===== src/rtl/shamt_pkg.sv =====
// Shared definitions for the iterative shift unit: operation codes, FSM state
// encoding and a constant-evaluable log2 helper.
// Optional feature macro: SHAMT_ROTATE_EN (op 2'b11 becomes a legal rotate-right).
package shamt_pkg;

    // Shift kinds carried on op_i.
    localparam logic [1:0] OP_SLL  = 2'b00;
    localparam logic [1:0] OP_SRL  = 2'b01;
    localparam logic [1:0] OP_SRA  = 2'b10;
    localparam logic [1:0] OP_ROTR = 2'b11;

    // Controller states; kept as plain constants so the encoding is visible
    // to tools and scripts that predate enum support.
    localparam logic [1:0] ST_IDLE  = 2'b00;
    localparam logic [1:0] ST_SHIFT = 2'b01;
    localparam logic [1:0] ST_DONE  = 2'b10;

    // Ceiling log2, usable in parameter expressions.
    function automatic int log2_f(input int value);
        int r;
        r = 0;
        for (int i = 0; i < 31; i++) begin
            if ((1 << i) < value) begin
                r = i + 1;
            end
        end
        return r;
    endfunction

    // Whether an operation code is implemented in this build.
    function automatic logic op_is_legal(input logic [1:0] op);
`ifdef SHAMT_ROTATE_EN
        return (op == OP_SLL) || (op == OP_SRL) || (op == OP_SRA) || (op == OP_ROTR);
`else
        return (op != OP_ROTR);
`endif
    endfunction

endpackage


===== src/rtl/shift_step.sv =====
// Combinational single-step shifter: moves the working value by 0..STEP bit
// positions for every supported shift kind. The rotate path only exists when
// SHAMT_ROTATE_EN is defined.
module shift_step
    import shamt_pkg::*;
#(
    parameter int DATA_W = 32,
    parameter int STEP   = 1,
    parameter int AMT_W  = 5
) (
    input  logic [1:0]        op_i,
    input  logic [DATA_W-1:0] data_i,
    input  logic [AMT_W-1:0]  amt_i,
    output logic [DATA_W-1:0] data_o
);

    // Select one of the STEP+1 fixed shifts; amount 0 passes the data through.
    always_comb begin
        // NOTE: assigning a default before any branch keeps this purely
        // combinational; a path that left data_o unassigned would infer a latch.
        data_o = data_i;
        for (int k = 1; k <= STEP; k++) begin
            if (amt_i == AMT_W'(k)) begin
                case (op_i)
                    OP_SLL:  data_o = data_i << k;
                    OP_SRL:  data_o = data_i >> k;
                    OP_SRA:  data_o = DATA_W'($signed(data_i) >>> k);
`ifdef SHAMT_ROTATE_EN
                    OP_ROTR: data_o = (data_i >> k) | (data_i << (DATA_W - k));
`endif
                    default: data_o = data_i;
                endcase
            end
        end
    end

endmodule


===== src/rtl/shamt_shift_unit.sv =====
// Multi-cycle shift unit. An accepted request latches operand, operation and
// amount, then shifts by up to STEP bits per clock until the amount is used up.
// result_o only changes when a request completes. Reset is asynchronous and
// active-low on the port named reset.
// Optional feature macro: SHAMT_ROTATE_EN (enables op 2'b11 = rotate right;
// without it op 2'b11 completes immediately with err_o set).
module shamt_shift_unit
    import shamt_pkg::*;
#(
    parameter  int DATA_W  = 32,
    parameter  int STEP    = 1,
    localparam int SHAMT_W = log2_f(DATA_W)
) (
    input  logic               clk,
    input  logic               reset,
    input  logic               start_i,
    input  logic [1:0]         op_i,
    input  logic               var_i,
    input  logic [DATA_W-1:0]  data_i,
    input  logic [SHAMT_W-1:0] shamt_i,
    input  logic [DATA_W-1:0]  rs_i,
    output logic               busy_o,
    output logic               done_o,
    output logic [DATA_W-1:0]  result_o,
    output logic               err_o
);

    localparam logic [SHAMT_W-1:0] STEP_AMT = SHAMT_W'(STEP);

    logic [1:0]         state_q,  state_d;
    logic [SHAMT_W-1:0] cnt_q,    cnt_d;
    logic [DATA_W-1:0]  work_q,   work_d;
    logic [1:0]         op_q,     op_d;
    logic [DATA_W-1:0]  result_q, result_d;
    logic               err_q,    err_d;

    logic [SHAMT_W-1:0] amt_sel;
    logic [SHAMT_W-1:0] step_amt;
    logic [DATA_W-1:0]  step_out;

    // Only the low bits of the register source carry a shift amount.
    logic unused_rs_hi;
    assign unused_rs_hi = ^rs_i[DATA_W-1:SHAMT_W];

    // Amount source: immediate or low bits of the register operand.
    always_comb begin
        amt_sel = var_i ? rs_i[SHAMT_W-1:0] : shamt_i;
    end

    // Bits moved this cycle: the whole remainder if it fits, else a full step.
    always_comb begin
        step_amt = (cnt_q > STEP_AMT) ? STEP_AMT : cnt_q;
    end

    shift_step #(
        .DATA_W (DATA_W),
        .STEP   (STEP),
        .AMT_W  (SHAMT_W)
    ) u_shift_step (
        .op_i   (op_q),
        .data_i (work_q),
        .amt_i  (step_amt),
        .data_o (step_out)
    );

    // Controller next-state, counter and datapath updates.
    always_comb begin
        state_d  = state_q;
        cnt_d    = cnt_q;
        work_d   = work_q;
        op_d     = op_q;
        result_d = result_q;
        err_d    = err_q;

        case (state_q)
            ST_SHIFT: begin
                // Requests arriving mid-operation are dropped on purpose.
                work_d = step_out;
                cnt_d  = cnt_q - step_amt;
                if (cnt_d == '0) begin
                    state_d  = ST_DONE;
                    result_d = step_out;
                    err_d    = 1'b0;
                end
            end

            // IDLE and DONE both accept a new request; DONE otherwise falls
            // back to IDLE so done_o is a single-cycle pulse.
            default: begin
                state_d = ST_IDLE;
                if (start_i) begin
                    op_d   = op_i;
                    work_d = data_i;
                    cnt_d  = amt_sel;
                    if (!op_is_legal(op_i)) begin
                        state_d  = ST_DONE;
                        cnt_d    = '0;
                        result_d = data_i;
                        err_d    = 1'b1;
                    end else if (amt_sel == '0) begin
                        state_d  = ST_DONE;
                        result_d = data_i;
                        err_d    = 1'b0;
                    end else begin
                        state_d  = ST_SHIFT;
                    end
                end
            end
        endcase
    end

    // State registers; reset discards any operation in flight.
    always_ff @(posedge clk or negedge reset) begin
        // NOTE: every register here is a plain flop (no memory array), so all of
        // them take a defined reset value, including the datapath ones.
        if (!reset) begin
            state_q  <= ST_IDLE;
            cnt_q    <= '0;
            work_q   <= '0;
            op_q     <= OP_SLL;
            result_q <= '0;
            err_q    <= 1'b0;
        end else begin
            // NOTE: non-blocking updates so every flop samples the values from
            // before this edge, independent of statement order.
            state_q  <= state_d;
            cnt_q    <= cnt_d;
            work_q   <= work_d;
            op_q     <= op_d;
            result_q <= result_d;
            err_q    <= err_d;
        end
    end

    // Status outputs decode directly from the state register.
    always_comb begin
        busy_o   = (state_q == ST_SHIFT);
        done_o   = (state_q == ST_DONE);
        result_o = result_q;
        err_o    = err_q;
    end

endmodule


===== config.mk =====
export PLATFORM = sky130hd
export DESIGN_NAME = shamt_shift_unit
export DESIGN_NICKNAME = d
export VERILOG_FILES = /design/src/rtl/shamt_pkg.sv /design/src/rtl/shift_step.sv /design/src/rtl/shamt_shift_unit.sv
export SDC_FILE = /design/constraint.sdc
export NUM_CORES = 1
export LEC_CHECK = 0
export CAP_MARGIN = 25
export CORE_MARGIN = 8
export CORE_UTILIZATION = 54
export DETAILED_ROUTE_END_ITERATION = 7
export PLACE_DENSITY = 0.87
export SLEW_MARGIN = 10
export SYNTH_ARGS = -nofsm -noshare
export SYNTH_HDL_FRONTEND = slang
export SYNTH_SLANG_ARGS = --single-unit

===== constraint.sdc =====
create_clock -name clk -period 7.9 [get_ports clk]
set_clock_uncertainty 0.1 [all_clocks]
set_input_delay 1.975 -clock clk [delete_from_list [all_inputs] [get_ports clk]]
set_output_delay 1.975 -clock clk [all_outputs]
set_load 0.01 [all_outputs]

==> summary.txt, run 1 <==
Routing
  – DRT iter0 DRCs: 221
  – DRC violations left: 0
  – TritonRoute pass-1 iters: 5
  – Routed WL per cell: 17.1 µm
  – Final ANT Viol Nets: 0
  – Via count: 3562
  – WL final: 10200 µm
  – DR vias/cell: 5.95

Power and ir drop
  – Total power: 2.32 mW
  – Pwr dens: 429 nW/µm²
  – Worst vdd ir: 0.000213 V
  – Leak: 2.22 nW

Cells and area
  – Most frequent cells in the layout: 81 x clkdlybuf4s50_1, 73 x dfrtp_1, 66 x mux2_2, 60 x o21ai_0, 38 x nand2_1
  – Most common cell after layout, fill and taps aside: clkdlybuf4s50_1
  – Fin nets: 570
  – Final instance area: 5400 µm²
  – Synthesis-to-layout area growth: 23.9%
  – Antenna cells: 0
  – Layout cells sized above 1: 18.7%

Synthesis
  – Largest family of logic cells by synthesized area: multiplexers
  – Synth async-reset ratio: 100%
  – Syn Inst Count: 431
  – Mux cell area share after synthesis: 24.4%
  – Compound-Gate Fraction of Synth Area: 15.5%
  – Synth Area in Simple Gates: 12.6%
  – XOR/XNOR share of the synthesized area: 0.603%
  – Yosys warning total: 0
  – Adder-cell share of the synthesized area: 0.287%
  – Netlist cell types: 39
  – Post-synth EDFFs: 0
  – Largest cells by area after synthesis: dfrtp_1 42%, mux2_2 17%, mux2i_1 7.3%
  – Avg Cell Area, Syn: 10.1 µm²
  – Register area share after synthesis: 42.5%
  – Syn Nets: 507
  – Synth area leader: dfrtp_1
  – FF+latch count, synth: 74
  – Mapped Area: 4360 µm²
  – Post-synth top area share: 42.5%
  – Post-synth top flop: dfrtp_1

Clock network
  – CTS Hold Buffers Added: 0
  – CTS Root Cell: clkbuf_8
  – Clock slew at reported path FFs: 80 ps
  – Clk Latency, worst-skew pair: 340 ps
  – Max clock buf depth: 2
  – # clock sinks: 74
  – Postcts setup bufs: 0
  – Clock buffer count from CTS: 9
  – H-tree Lvls: 3
  – Post-cts gate resize count: 0
  – TritonCTS clock tree: built

Place
  – Port buffer count: 82
  – DP Area: 5200 µm²
  – Final Wtd Congestion: 0.870
  – Dpl hpwl: 6820 µm

Critical path
  – CP Data Required Time: 5830 ps
  – CP Launch Point: state_q[0]$_DFFE_PN0P_
  – CP endpoint kind: primary output
  – Critical path class: register to primary output
  – Flop2flop setup slack: 4600 ps
  – Crit path DAT: 2560 ps
  – Reg2Reg Launch Point: cnt_q[3]$_DFFE_PN0N_
  – Crit path to: busy_o
  – Reg-to-Reg End: result_o[29]$_DFFE_PN0P_
  – Register-to-Register Path Depth: 8
  – CP max FO: 66
  – Startpoint types: register

Floorplanning
  – Die area: 11200 µm²
  – Ports: 110
  – Initial cell density of the core: 56.1%
  – Core region area: 7770 µm²
  – Die height: 106 µm
  – Die W: 106 µm
  – Row count: 32

GRT
  – Initial antenna violation count: 0
  – Gr usage total: 18.4%
  – Vias in the first global route: 3569
  – Global route overflow: 0
  – First-pass GRT wire length: 17300 µm
  – Largest net degree at the start of global routing: 75

STA
  – Slew Limit Headroom: 32.3%
  – Pins Over Slew Limit: 0
  – F_max: 216 MHz
  – Tcrit/Tclk final: 58.7%
  – Final setup TNS: 0 ps
  – # setup viols final: 0
  – Min cycle time layout: 4640 ps
  – Slew @ Worst Pin: 1010 ps
  – RSZ-0062 raised after global routing: no
  – Hold Vio Cnt, Final: 0

Status
  – Status: complete, no violations

Worst hold path
  – Min-delay worst type: register to register
  – Hold Path Cell Cnt: 1

Job
  – Max capacitance violation total: 0
[critical path, cell delays in order, from the launching register on]
cell and delay (ps):
dfrtp_1 390, nand2b_2 70, buf_4 500, clkinv_1 610, clkdlybuf4s50_1 640
[power breakdown]
group | leakage (nW) | internal (mW) | total [mW] | switching, mW
Combinational | 1.22 | 0.679 | 1.33 | 0.651
Sequential | 0.921 | 0.565 | 0.726 | 0.161
Clock | 0.0826 | 0.129 | 0.259 | 0.131
Total | 2.22 | 1.37 | 2.32 | 0.943
[metrics by stage]
step	hold slack [ps]	util (%)	setup slack, ps	std cells
detailed placement	393	66.9	3190	583
finish	406	69.6	3260	599
CTS	408	69.0	3240	597
global route	429	69.6	3060	599
global placement	386	66.9	3310	583
floorplan	394	-	4200	431
[cells in the mapped netlist (all sizes together), types with 2 or more instances]
library cell / number
a21oi: 7
a221oi: 6
a22oi: 25
buf: 18
clkbuf: 18
dfrtp: 74
inv: 4
mux2: 66
mux2i: 32
nand2: 38
nand2b: 2
nand3: 5
nand3b: 29
nor2: 18
nor2b: 2
nor4: 3
o211ai: 2
o21ai: 61
o221ai: 2
o31ai: 3
xnor2: 2
[sequential cells by signal, indices dropped and copies added (netlist names)]
register and count:
state_q 2, op_q 2, cnt_q 5, err_o 1
result_o 32, work_q 32
[cells by family after synthesis]
kind of cell,after synthesis
fa+ha+maj,1
flops,74
compound gates,110
xor+xnor,3
buf+inv,41
simple gates,104
mux,98
[final cells by class]
class                   instances  area [µm²]
clock buffers                  14         163
fillers                       602        2360
inverters                       5        18.8
multi-input cells             316        2350
flip-flops and latches         74        1850
well taps                     102         128
repair buffers                 88         891
[how the worst min path moves through the flow]
stage | from | end | slack, ps
after floorplan | cnt_q[4]$_DFFE_PN0N_ | cnt_q[4]$_DFFE_PN0N_ | 390
after global placement | result_o[17]$_DFFE_PN0P_ | result_o[17]$_DFFE_PN0P_ | 390
after detailed placement | result_o[18]$_DFFE_PN0P_ | result_o[18]$_DFFE_PN0P_ | 390
after CTS | result_o[18]$_DFFE_PN0P_ | result_o[18]$_DFFE_PN0P_ | 410
after global routing | result_o[18]$_DFFE_PN0P_ | result_o[18]$_DFFE_PN0P_ | 430
final | result_o[0]$_DFFE_PN0P_ | result_o[0]$_DFFE_PN0P_ | 410
[metal layers]
metal  vias to the layer above  GRT usage (%)  share of wire (%)
met5                         -              0                  0
met4                         0           6.93                1.2
met3                        12           4.81                6.9
met2                       109           31.0                 50
met1                      1723           22.1                 42
li1                       1718              -                  -
No activity file was read; power rests on OpenSTA's default activity.
==> inputs of run 2 (changes only) <==
--- a/config.mk
+++ b/config.mk
@@ -7,9 +7,9 @@
 export LEC_CHECK = 0
 export CAP_MARGIN = 25
 export CORE_MARGIN = 8
-export CORE_UTILIZATION = 54
+export CORE_UTILIZATION = 45
 export DETAILED_ROUTE_END_ITERATION = 7
-export PLACE_DENSITY = 0.87
+export PLACE_DENSITY = 0.77
 export SLEW_MARGIN = 10
 export SYNTH_ARGS = -nofsm -noshare
 export SYNTH_HDL_FRONTEND = slang
==> constraint.sdc (replaced) <==
create_clock -name clk -period 3.9 [get_ports clk]
set_clock_uncertainty 0.1 [all_clocks]
set_input_delay 0.975 -clock clk [delete_from_list [all_inputs] [get_ports clk]]
set_output_delay 0.975 -clock clk [all_outputs]
set_load 0.01 [all_outputs]
==> summary.txt, run 2 (synthesis gave the netlist of run 1 again) <==
Worst hold path
  – Min-delay worst type: input port to asynchronous set/reset pin

STA
  – Min cycle time layout: 2970 ps
  – Pins Over Slew Limit: 0
  – Hold Vio Cnt, Final: 0
  – # setup viols final: 0
  – Slew @ Worst Pin: 652 ps
  – RSZ-0062 raised after global routing: no
  – Setup slack after layout: 930 ps
  – Slew Limit Headroom: 56.5%
  – F_max: 337 MHz
  – Tcrit/Tclk final: 76.2%
  – Final setup TNS: 0 ps

GRT
  – Vias in the first global route: 3518
  – Largest net degree at the start of global routing: 75
  – Global route overflow: 0
  – First-pass GRT wire length: 16800 µm
  – Initial antenna violation count: 0
  – Gr usage total: 15.9%

Status
  – Status: complete, no violations

Critical path
  – Crit-path leading delay family: buffers and inverters
  – CP max FO: 17
  – Critical path class: register to primary output
  – Cells along the critical path: nand2b_2 -> clkinv_1 -> clkdlybuf4s50_1
  – Crit path DAT: 1890 ps
  – WP buf/inv: 2
  – CP Data Required Time: 2820 ps
  – Critical path's largest stage delay: 640 ps
  – CP endpoint kind: primary output
  – Slowest cell on crit path: clkdlybuf4s50_1
  – Startpoint types: register

Floorplanning
  – Die W: 114 µm
  – Ports: 110
  – Die height: 114 µm
  – Die area: 13100 µm²
  – Initial cell density of the core: 45.4%
  – Core region area: 9590 µm²
  – Row count: 36

Power and ir drop
  – Leak: 2.24 nW
  – Total power: 4.69 mW
  – Pwr dens: 854 nW/µm²
  – Worst vdd ir: 0.000434 V

Cells and area
  – Most common cell after layout, fill and taps aside: clkdlybuf4s50_1
  – Most frequent cells in the layout: 81 x clkdlybuf4s50_1, 73 x dfrtp_1, 66 x mux2_2, 60 x o21ai_0, 38 x nand2_1
  – FILL cells: 857
  – Fin nets: 573
  – Synthesis-to-layout area growth: 26.0%
  – Antenna cells: 0
  – Layout cells sized above 1: 20.1%

Clock network
  – TritonCTS clock tree: built
  – CTS Root Cell: clkbuf_8
  – Clock buffer count from CTS: 9
  – H-tree Lvls: 3
  – Max clock buf depth: 2
  – Clock slew at reported path FFs: 90 ps
  – Clk Latency, worst-skew pair: 350 ps
  – CTS Hold Buffers Added: 0
  – Postcts setup bufs: 0
  – # clock sinks: 74
  – Post-cts gate resize count: 0

Routing
  – DRT iter0 DRCs: 172
  – TritonRoute pass-1 iters: 5
  – DRC violations left: 0
  – WL final: 10000 µm
  – Via count: 3466
  – Routed WL per cell: 15.8 µm
  – Final ANT Viol Nets: 0
  – DR vias/cell: 5.46

Job
  – Max capacitance violation total: 0

Place
  – Port buffer count: 82
  – Post-Place Worst Slack: 671 ps
  – Dpl hpwl: 6880 µm
  – Final Wtd Congestion: 0.782
## run 2: cell types whose count changed in the layout (fill, tap and decap cells not counted)
cell / change
buf_4: +3
clkinv_2: +1
clkbuf_1: -3
buf_16: +1
clkbuf_8: -1
buf_8: -1
clkinvlp_4: +5
## run 2: worst paths after layout
check | startpoint | endpoint | slack, ps | cells past startpoint
max | state_q[0]$_DFFE_PN0P_ | busy_o | 930 | 3
min in group clk | result_o[30]$_DFFE_PN0P_ | result_o[30]$_DFFE_PN0P_ | 410 | 1
max in group asynchronous | reset | op_q[0]$_DFFE_PN0P_ | 2720 | 2
min | reset | result_o[4]$_DFFE_PN0P_ | 400 | 1
max reg2reg | cnt_q[3]$_DFFE_PN0N_ | result_o[30]$_DFFE_PN0P_ | 1020 | 8
min reg2reg | result_o[30]$_DFFE_PN0P_ | result_o[30]$_DFFE_PN0P_ | 410 | 1
## run 2: stage by stage
stage / std cells / hold WS, ps / cell area, µm² / util, %
after CTS: 634 / 411 / 5470 / 57.0
after floorplan: 431 / 394 / 4360 / -
after global placement: 617 / 387 / 5260 / 54.8
after detailed placement: 618 / 393 / 5290 / 55.1
after global routing: 635 / 396 / 5490 / 57.3
final: 635 / 396 / 5490 / 57.3
## run 2: worst reg2reg max path, stage by stage (launching register included)
cell and delay (ps):
dfrtp_1 450, or4_4 570, nand2b_1 180, ha_1 270
nor4_1 290, and3_1 320, nor2_4 60, buf_4 210
mux2_2 300
## run 2: routing by layer
layer	wire [µm]	global-route usage [%]
met4	54	5.15
met3	572	3.90
met1	4450	18.5
met2	4970	27.8
met5	0	0
## run 2: layout make-up
cell class              instances  area [µm²]  area share [%]
multi-input cells             316        2350            42.8
flip-flops and latches         74        1850            33.7
repair buffers                 91         926            16.9
well taps                     133         166            3.03
clock buffers                  10         138            2.51
clock inverters                 6        42.5           0.774
inverters                       5        18.8           0.342
## run 2: where the power goes
part	internal, mW	total (mW)	switching, mW
Clock	0.247	0.546	0.299
Combinational	1.39	2.63	1.24
Sequential	1.14	1.51	0.371
Total	2.78	4.69	1.91
==> inputs of run 3 (changes only) <==
--- a/config.mk
+++ b/config.mk
@@ -7,9 +7,9 @@
 export LEC_CHECK = 0
 export CAP_MARGIN = 25
 export CORE_MARGIN = 8
-export CORE_UTILIZATION = 45
+export CORE_UTILIZATION = 50
 export DETAILED_ROUTE_END_ITERATION = 7
-export PLACE_DENSITY = 0.77
+export PLACE_DENSITY = 0.81
 export SLEW_MARGIN = 10
 export SYNTH_ARGS = -nofsm -noshare
 export SYNTH_HDL_FRONTEND = slang
==> constraint.sdc (replaced) <==
create_clock -name clk -period 3.07 [get_ports clk]
set_clock_uncertainty 0.1 [all_clocks]
set_input_delay 0.7675 -clock clk [delete_from_list [all_inputs] [get_ports clk]]
set_output_delay 0.7675 -clock clk [all_outputs]
set_load 0.01 [all_outputs]
==> summary.txt, run 3 (synthesis gave the netlist of run 1 again) <==
Clock network
  – Clock buffer count from CTS: 9
  – H-tree Lvls: 3
  – Max clock buf depth: 2
  – TritonCTS clock tree: built
  – Clock slew at reported path FFs: 80 ps
  – CTS Hold Buffers Added: 0
  – CTS Root Cell: clkbuf_8
  – Clk Latency, worst-skew pair: 350 ps
  – Postcts setup bufs: 0
  – # clock sinks: 74

STA
  – Pins Over Slew Limit: 0
  – Setup slack after layout: 140 ps
  – RSZ-0062 raised after global routing: no
  – F_max: 341 MHz
  – Slew Limit Headroom: 44.5%
  – Final setup TNS: 0 ps
  – Slew @ Worst Pin: 833 ps
  – # setup viols final: 0
  – Hold Vio Cnt, Final: 0
  – Worst hold slack: 272 ps
  – Min cycle time layout: 2930 ps
  – Tcrit/Tclk final: 95.4%

Routing
  – Via count: 3562
  – Routed WL per cell: 17.1 µm
  – TritonRoute pass-1 iters: 5
  – WL final: 10500 µm
  – DRC violations left: 0
  – Final ANT Viol Nets: 0
  – DR vias/cell: 5.78
  – DRT iter0 DRCs: 158

Cells and area
  – Layout cells sized above 1: 21.1%
  – Antenna cells: 0
  – Most common cell after layout, fill and taps aside: clkdlybuf4s50_1
  – Synthesis-to-layout area growth: 28.1%
  – Fin nets: 579
  – FILL cells: 682
  – Most frequent cells in the layout: 81 x clkdlybuf4s50_1, 73 x dfrtp_1, 66 x mux2_2, 60 x o21ai_0, 38 x nand2_1
  – Fin cells: 616
  – Final instance area: 5580 µm²

GRT
  – First-pass GRT wire length: 17600 µm
  – Global route overflow: 0
  – Largest net degree at the start of global routing: 39
  – Vias in the first global route: 3681
  – Gr usage total: 18.1%
  – Initial antenna violation count: 0

Critical path
  – Register-to-Register Path Depth: 8
  – CP max FO: 15
  – Critical path class: register to register
  – CP endpoint kind: register
  – Reg2Reg Launch Point: cnt_q[3]$_DFFE_PN0N_
  – Flop2flop setup slack: 140 ps
  – Crit path DAT: 3070 ps
  – Reg-to-Reg End: result_o[5]$_DFFE_PN0P_
  – Startpoint types: register
  – CP Data Required Time: 3210 ps

Job
  – Max capacitance violation total: 0

Place
  – DP Area: 5330 µm²
  – Dpl hpwl: 7510 µm
  – Post-Place Worst Slack: 142 ps
  – Post-placement cell count: 600
  – Final Wtd Congestion: 0.829
  – Port buffer count: 82

Power and ir drop
  – Int Power: 3.86 mW
  – Sw frac: 39.1%
  – Clock network fraction of total power: 15.0%
  – Comb pwr share: 54.4%
  – Seq pwr share: 30.6%
  – Worst vdd ir: 0.000677 V
  – Total net switching power: 2.48 mW
  – Leak: 2.31 nW
  – Pwr dens: 1140 nW/µm²

Floorplanning
  – Die height: 109 µm
  – Die W: 109 µm
  – Row count: 34
  – Ports: 110
  – Core region area: 8590 µm²
  – Initial cell density of the core: 50.7%
  – Die area: 12000 µm²

Worst hold path
  – Min-delay worst type: input port to asynchronous set/reset pin

Status
  – Status: complete, no violations
==> run 3: changes by cell type in the layout (fill, tap and decap cells not counted), sizes merged <==
cell      change
bufinv        +3
buf           +6
clkbuf        +2
clkinv        -1
clkinvlp      -4
==> run 3: how the worst max path moves through the flow <==
stage                                    start                  endpoint  slack (ps)  depth (start not counted)
after global placement    cnt_q[3]$_DFFE_PN0N_  result_o[29]$_DFFE_PN0P_         260                          8
after floorplan           cnt_q[3]$_DFFE_PN0N_   result_o[0]$_DFFE_PN0P_         410                          9
after detailed placement  cnt_q[3]$_DFFE_PN0N_   result_o[5]$_DFFE_PN0P_         140                          8
after global routing      cnt_q[3]$_DFFE_PN0N_   result_o[5]$_DFFE_PN0P_          20                          8
final                     cnt_q[3]$_DFFE_PN0N_   result_o[5]$_DFFE_PN0P_         140                          8
after CTS                 cnt_q[3]$_DFFE_PN0N_   result_o[5]$_DFFE_PN0P_         110                          8
==> run 3: per-layer routing <==
| layer | track usage [%] | wire length [µm] | up-vias |
|---|---|---|---|
| li1 | - | - | 1731 |
| met1 | 21.8 | 4510 | 1740 |
| met2 | 31.7 | 5340 | 80 |
| met3 | 4.22 | 547 | 11 |
| met4 | 4.92 | 112 | 0 |
| met5 | 0 | 0 | - |
==> run 3: power groups by stage <==
stage | registers, mW | clock network, mW | logic (mW)
6_report | 1.94 | 0.950 | 3.45
2_1_floorplan | 1.86 | 0 | 2.43
3_3_place_gp | 1.91 | 0 | 3.35
5_1_grt | 2.02 | 0.997 | 3.84
4_1_cts | 1.93 | 0.965 | 3.49
3_5_place_dp | 1.95 | 0 | 3.48
==> run 3: layout make-up <==
type                            count  area (µm²)  share of cell area, %
Sequential cell                    74        1850                   33.2
Timing Repair Buffer               97         968                   17.3
Multi-Input combinational cell    316        2360                   42.2
Tap cell                          108         135                   2.42
Clock buffer                       12         155                   2.78
Clock inverter                      4        97.6                   1.75
Inverter                            5        18.8                  0.336
==> run 3: timing repair <==
item,CTS,global route
gates resized for setup,0,1
endpoints found under the setup margin,0,13
endpoints found under the hold margin,0,0
==> run 3: worst max-delay path: stages, from the launching register on <==
cell	delay, ps
dfrtp_1	450
or4_4	570
nand2b_1	190
ha_1	290
nor4_2	310
and3_1	320
nor2_4	70
buf_4	210
mux2_2	300
==> run 3: metrics by stage <==
| stage | util, % | total power [mW] |
|---|---|---|
| after floorplan | - | 4.29 |
| after global placement | 62.0 | 5.27 |
| after detailed placement | 62.0 | 5.43 |
| after CTS | 64.9 | 6.39 |
| after global routing | 65.0 | 6.85 |
| final | 65.0 | 6.34 |
